## src/rtl/router_reg_gen.sv

```systemverilog
// router_reg_gen: packet register stage on the router input path.
//
// Accepts a header / payload / parity byte stream, buffers every accepted
// beat in a small hold queue in front of the destination FIFO, keeps a
// running XOR parity, and checks the payload length against the header.
// Parity and length errors are reported with sticky flags and a
// saturating bad-packet counter.
//
// Ports:
//   clock        system clock, rising edge
//   resetn       synchronous active-low reset
//   pkt_valid    upstream beat valid (low while in PAYLOAD = parity byte)
//   data_in      upstream data
//   in_ready     beat accepted this cycle when high
//   fifo_full    destination FIFO full
//   dout         data to FIFO
//   dout_wr      FIFO write strobe, one per beat
//   dest_addr    destination address of the current packet
//   addr_valid   high from header accept until the check completes
//   clr_err      clears err / len_err / parity_done
//   parity_done  sticky, packet checked
//   err          sticky parity mismatch
//   len_err      sticky length mismatch
//   err_count    saturating count of bad packets
module router_reg_gen #(
  parameter int DATA_WIDTH = 8,
  parameter int ADDR_BITS  = 2,
  parameter int HOLD_DEPTH = 2,
  parameter int LEN_CHECK  = 1,
  parameter int ERR_CNT_W  = 8
) (
  input  logic                  clock,
  input  logic                  resetn,
  input  logic                  pkt_valid,
  input  logic [DATA_WIDTH-1:0] data_in,
  output logic                  in_ready,
  input  logic                  fifo_full,
  output logic [DATA_WIDTH-1:0] dout,
  output logic                  dout_wr,
  output logic [ADDR_BITS-1:0]  dest_addr,
  output logic                  addr_valid,
  input  logic                  clr_err,
  output logic                  parity_done,
  output logic                  err,
  output logic                  len_err,
  output logic [ERR_CNT_W-1:0]  err_count
);

  localparam int LEN_W = DATA_WIDTH - ADDR_BITS;
  localparam int CNT_W = $clog2(HOLD_DEPTH + 1);
  localparam int PTR_W = (HOLD_DEPTH > 1) ? $clog2(HOLD_DEPTH) : 1;

  typedef enum logic [1:0] {
    S_IDLE,
    S_PAYLOAD,
    S_CHECK
  } state_t;

  state_t                  state_q;
  logic [DATA_WIDTH-1:0]   hold_q [HOLD_DEPTH];
  logic [PTR_W-1:0]        wr_ptr_q;
  logic [PTR_W-1:0]        rd_ptr_q;
  logic [CNT_W-1:0]        count_q;
  logic [CNT_W-1:0]        count_d;
  logic [LEN_W-1:0]        len_q;
  logic [LEN_W:0]          beat_cnt_q;
  logic [DATA_WIDTH-1:0]   int_par_q;
  logic [DATA_WIDTH-1:0]   pkt_par_q;
  logic                    push;
  logic                    pop;
  logic                    par_mis;
  logic                    len_mis;

  // Queue pointers wrap explicitly so HOLD_DEPTH need not be a power of two.
  function automatic logic [PTR_W-1:0] next_ptr(input logic [PTR_W-1:0] p);
    if (p == PTR_W'(HOLD_DEPTH - 1)) begin
      next_ptr = '0;
    end else begin
      next_ptr = p + PTR_W'(1);
    end
  endfunction

  // Readiness depends only on occupancy; a pop in the same cycle does not
  // free a slot early.
  assign in_ready = (count_q < CNT_W'(HOLD_DEPTH));

  // In PAYLOAD every accepted cycle carries a beat: pkt_valid low is the
  // parity byte, which is forwarded like any other beat. CHECK accepts none.
  assign push = in_ready &&
                (((state_q == S_IDLE) && pkt_valid) || (state_q == S_PAYLOAD));
  assign pop  = (count_q != '0) && !fifo_full;

  assign par_mis = (pkt_par_q != int_par_q);
  assign len_mis = (LEN_CHECK != 0) && (beat_cnt_q != {1'b0, len_q});

  always_comb begin
    count_d = count_q;
    case ({push, pop})
      2'b10:   count_d = count_q + CNT_W'(1);
      2'b01:   count_d = count_q - CNT_W'(1);
      default: count_d = count_q;
    endcase
  end

  // Hold queue storage: contents are meaningless until pointed at, so no reset.
  always_ff @(posedge clock) begin
    if (push) begin
      hold_q[wr_ptr_q] <= data_in;
    end
  end

  // Hold queue control and FIFO write port.
  always_ff @(posedge clock) begin
    if (!resetn) begin
      count_q  <= '0;
      wr_ptr_q <= '0;
      rd_ptr_q <= '0;
      dout     <= '0;
      dout_wr  <= 1'b0;
    end else begin
      count_q <= count_d;
      dout_wr <= pop;
      if (pop) begin
        dout     <= hold_q[rd_ptr_q];
        rd_ptr_q <= next_ptr(rd_ptr_q);
      end
      if (push) begin
        wr_ptr_q <= next_ptr(wr_ptr_q);
      end
    end
  end

  // Packet FSM with registered status outputs.
  always_ff @(posedge clock) begin
    if (!resetn) begin
      state_q     <= S_IDLE;
      dest_addr   <= '0;
      len_q       <= '0;
      beat_cnt_q  <= '0;
      int_par_q   <= '0;
      pkt_par_q   <= '0;
      addr_valid  <= 1'b0;
      parity_done <= 1'b0;
      err         <= 1'b0;
      len_err     <= 1'b0;
      err_count   <= '0;
    end else begin
      // Later assignments in the case below take precedence over this clear.
      if (clr_err) begin
        parity_done <= 1'b0;
        err         <= 1'b0;
        len_err     <= 1'b0;
      end
      case (state_q)
        S_IDLE: begin
          if (pkt_valid && in_ready) begin
            dest_addr   <= data_in[ADDR_BITS-1:0];
            len_q       <= data_in[DATA_WIDTH-1:ADDR_BITS];
            int_par_q   <= data_in;
            beat_cnt_q  <= '0;
            addr_valid  <= 1'b1;
            parity_done <= 1'b0;
            err         <= 1'b0;
            len_err     <= 1'b0;
            state_q     <= S_PAYLOAD;
          end
        end
        S_PAYLOAD: begin
          if (in_ready) begin
            if (pkt_valid) begin
              int_par_q <= int_par_q ^ data_in;
              if (beat_cnt_q != '1) begin
                beat_cnt_q <= beat_cnt_q + (LEN_W + 1)'(1);
              end
            end else begin
              pkt_par_q <= data_in;
              state_q   <= S_CHECK;
            end
          end
        end
        S_CHECK: begin
          parity_done <= 1'b1;
          err         <= par_mis;
          len_err     <= len_mis;
          if ((par_mis || len_mis) && (err_count != '1)) begin
            err_count <= err_count + ERR_CNT_W'(1);
          end
          addr_valid  <= 1'b0;
          state_q     <= S_IDLE;
        end
        default: begin
          state_q <= S_IDLE;
        end
      endcase
    end
  end

endmodule

```

## config.mk

```make
export PLATFORM = sky130hd
export DESIGN_NAME = router_reg_gen
export DESIGN_NICKNAME = d
export VERILOG_FILES = /design/src/rtl/router_reg_gen.sv
export SDC_FILE = /design/constraint.sdc
export NUM_CORES = 1
export LEC_CHECK = 0
export ABC_AREA = 0
export BUFFER_PORTS_ARGS = -buffer_cell sky130_fd_sc_hd__buf_4
export CAP_MARGIN = 5
export CORE_ASPECT_RATIO = 0.9
export CORE_UTILIZATION = 55
export DETAILED_ROUTE_END_ITERATION = 12
export MAX_ROUTING_LAYER = met4
export PLACE_DENSITY = 0.76
export SLEW_MARGIN = 20
export SYNTH_ARGS = -nofsm -noshare
export SYNTH_HDL_FRONTEND = slang
export SYNTH_SLANG_ARGS = --single-unit
```

## constraint.sdc

```tcl
create_clock -name clock -period 2.5 [get_ports clock]
set_input_delay 0.75 -clock clock [delete_from_list [all_inputs] [get_ports clock]]
set_output_delay 0.75 -clock clock [all_outputs]
set_load 0.01 [all_outputs]
```

==> impl_summary.md <==
Clocking
The tree is rooted in a sky130_fd_sc_hd__clkbuf_8. Gates resized during post-CTS repair numbered 0. The number of H-tree levels is 3. TritonCTS built the clock tree. The clock-pin slew on the worst setup and hold paths is 80 ps. For this design, the sink count on the clock tree is 74. The maximum number of buffers from clock root to sink is 2. The worst-skew pair later-pin latency is 350 ps. The number of hold buffers added after CTS is 0.

The number of buffers created by CTS is 9. The number of setup buffers added after CTS is 0.

Final layout
The final layout contains 394 nets. Leaving out fill and tap cells, the most frequent cell in the layout is sky130_fd_sc_hd__dfxtp_1. The final antenna diode count is 0. Of the cells placed in the final design, the portion with a size suffix greater than 1 is 18.3%. In the layout the commonest cells are 58 x sky130_fd_sc_hd__dfxtp_1, 51 x sky130_fd_sc_hd__nand2_1, 48 x sky130_fd_sc_hd__buf_4. The synthesis-to-layout area growth is 18.7%.

Floorplan
37 I/O pins were placed. The area of the placeable core is 5410 um^2. The floorplan has 25 rows. The die covers 6070 um^2.

Measured along the x axis, the die boundary spans 82.0 um. The initial cell density of the core is 58.6%. The y dimension of the die is 74.0 um.

Critical path
The peak per-stage delay on the critical path is 400 ps. The type of the setup path with the least slack is input pin to flip-flop. The largest driver fanout on the critical path is 5. The worst setup path is captured at a flip-flop.

The signal on the critical path passes through buf_4 -> or3b_4 -> nor2_1 -> nor2_1 -> ha_1 -> or3_1 -> a21oi_1. For the worst setup path, the data required time is 2790 ps. The worst setup path is launched from an input pin. The slowest stage of the critical path belongs to the cell sky130_fd_sc_hd__or3b_4.

The sum of buffers and inverters on the critical path is 1. The dominant cell type by count on the critical path is sky130_fd_sc_hd__nor2_1. The critical path arrival is 2370 ps. The cell family contributing the most delay on the critical path is simple AND/OR/NAND/NOR gates.

Detailed routing
The initial DRC count is 170. The count of vias placed by the detailed router is 2518. The average vias per placed instance is 5.60. The wire length reported by the detailed router is 6560 um. Dividing the detail-routed wire length by the instance count gives 14.6 um. The first detailed-routing pass took 4 iterations.

The total DRC errors in the routed layout is 0. The remaining antenna violation count is 0.

Power and ir drop
The power per cell area is 920 nW/um^2. The total internal power is 2400 uW. The leakage component of the power is 0.00144 uW. The combinational fraction of design power is 26.2%. The maximum vdd drop is 666 uV.

The fraction of power spent switching nets is 30.7%. The clock network accounts for 29.0% of the total power. For this design the total switching power over the nets is 1060 uW. The sequential power share is 44.9%.

Timing
The shortest period the worst path allows is 2080 ps. The transition time of the tightest slew-check pin is 546 ps. The final setup skew is 6.43 ps. Setup repair after global routing left no endpoint under its margin. The achievable clock frequency is 481 MHz. The number of hold violations in the final report was 0. The total of endpoints with negative setup slack in the final report is 0. Across all setup checks in the final design, the least slack found is 419 ps.

The final critical path takes up 83.2% of the cycle. In the final timing run, aggregate negative setup slack is 0 ps. The max-slew headroom at the worst pin is 63.5%. The number of max-slew violations in the final report was 0.

Global route
In the global route stage, overall resource usage came out at 25.0%. The first-pass GRT wire length is 10700 um. The number of global-route vias before repair is 2219. Entering global routing, the biggest net connects 34 pins.

After global routing the overflow that remains totals 0. The number of antenna violations at the first check in global routing is 0.

Yosys
In this run, distinct cell masters in the synthesized netlist total 39. The cell count after synthesis is 337. Counting every net in the synthesized netlist gives 353.

The synthesis-stage register bit count is 74. For this run, the register share of the synthesized area comes to 51.8%. The number of warnings printed during yosys synthesis is 0. The proportion of netlist area held by the largest area contributor is 36.6%. The synthesized cell area is 3170 um^2. The post-synthesis area per instance is 9.41 um^2. Summed over all instances, the cell type with the most area after synthesis is sky130_fd_sc_hd__dfxtp_1.

Yosys attributes the largest share of cell area to sky130_fd_sc_hd__dfxtp_1 37%, sky130_fd_sc_hd__edfxtp_1 15%, sky130_fd_sc_hd__mux2i_1 7.3%.

Job
Max-cap violations in this run came to 0.

Outcome
The run finished with clean final reports.

Place
The number of I/O port buffers is 36. After legalization and detailed placement, the total HPWL measured 4450 um. The congestion estimate from routability-driven global placement came to 0.801. The post-placement setup slack is 49.7 ps.

Hold path
The worst hold path belongs to the class flip-flop to flip-flop.
## synthesized netlist by cell type, drive strengths merged
master,number
o31ai,1
nor3,11
buf,3
a41o,2
nand2,51
o21ai,13
nor3b,2
nor4bb,1
and2,1
a31oi,2
inv,5
ha,3
edfxtp,16
nor2,28
a211oi,8
or3,3
a21oi,35
a41oi,1
xnor2,10
o21bai,1
and3,2
nand3,3
or2,2
clkbuf,16
mux2i,23
nand4,3
or3b,1
o211a,1
and4,1
nor2b,9
nor4,2
xor2,7
dfxtp,58
nand2b,7
or4b,2
o221a,1
or4,2
## sequential cells by signal, indices dropped and copies added (netlist names), 6 cells and up
register / count
len_q: 6
err_count: 8
pkt_par_q: 8
dout: 8
hold_q: 16
int_par_q: 8
beat_cnt_q: 7
## final cells by class
| class | count | area (um^2) |
|---|---|---|
| repair buffers | 49 | 380 |
| fillers | 440 | 1650 |
| well taps | 67 | 83.8 |
| flip-flops and latches | 74 | 1640 |
| clock buffers | 9 | 124 |
| multi-input cells | 239 | 1420 |
| clock inverters | 7 | 93.8 |
| inverters | 5 | 18.8 |
## power groups by stage
stage | sequential, uW | combinational, uW | clock [uW]
4_1_cts | 1560 | 912 | 1020
3_3_place_gp | 1570 | 871 | 0
2_1_floorplan | 1560 | 611 | 0
5_1_grt | 1580 | 997 | 1070
3_5_place_dp | 1580 | 902 | 0
6_report | 1550 | 906 | 1000
## final timing paths
path                      from           end  slack (ps)  depth (start not counted)
hold reg to reg   dest_addr[0]  dest_addr[0]         460                          2
setup / recovery     pkt_valid    count_q[1]         420                          7
setup reg to reg    state_q[1]    count_q[1]         550                          6
hold / removal    dest_addr[0]  dest_addr[0]         460                          2
## logic make-up (layout without fill, tap and decap cells)
group | count (synthesis) | after routing | synth area share (%)
flops | 74 | 74 | 51.8
simple gates | 131 | 131 | 19.8
compound gates | 65 | 65 | 11.9
buf+inv | 24 | 70 | 3.35
fa+ha+maj | 3 | 3 | 1.18
xor+xnor | 17 | 17 | 4.70
mux | 23 | 23 | 7.26
## tightest hold or removal path, delay by kind of cell (launching register included)
| kind | cells | cell delay (ps) |
|---|---|---|
| flops | 1 | 310 |
| simple gates | 1 | 50 |
| compound gates | 1 | 50 |
## per-stage QoR
| stage | total power (uW) | hold slack (ps) | utilization [%] | cell area (um^2) | instances |
|---|---|---|---|---|---|
| 2_1_floorplan | 2170 | 441 | - | 3170 | 337 |
| 3_3_place_gp | 2440 | 446 | 65.5 | 3550 | 434 |
| 3_5_place_dp | 2480 | 452 | 65.5 | 3550 | 434 |
| 4_1_cts | 3490 | 465 | 69.6 | 3760 | 450 |
| 5_1_grt | 3650 | 486 | 69.6 | 3760 | 450 |
| 6_report | 3460 | 461 | 69.6 | 3760 | 450 |
## routing by layer
layer  up-vias  wire length [um]  global-route usage, %
met1      1190              3030                   31.3
met4         0                82                   9.55
met5         -                 0                      -
met2        61              3110                   37.1
li1       1260                 -                      -
met3         7               337                   8.71
Note: power is estimated with default switching activity, not from simulation.
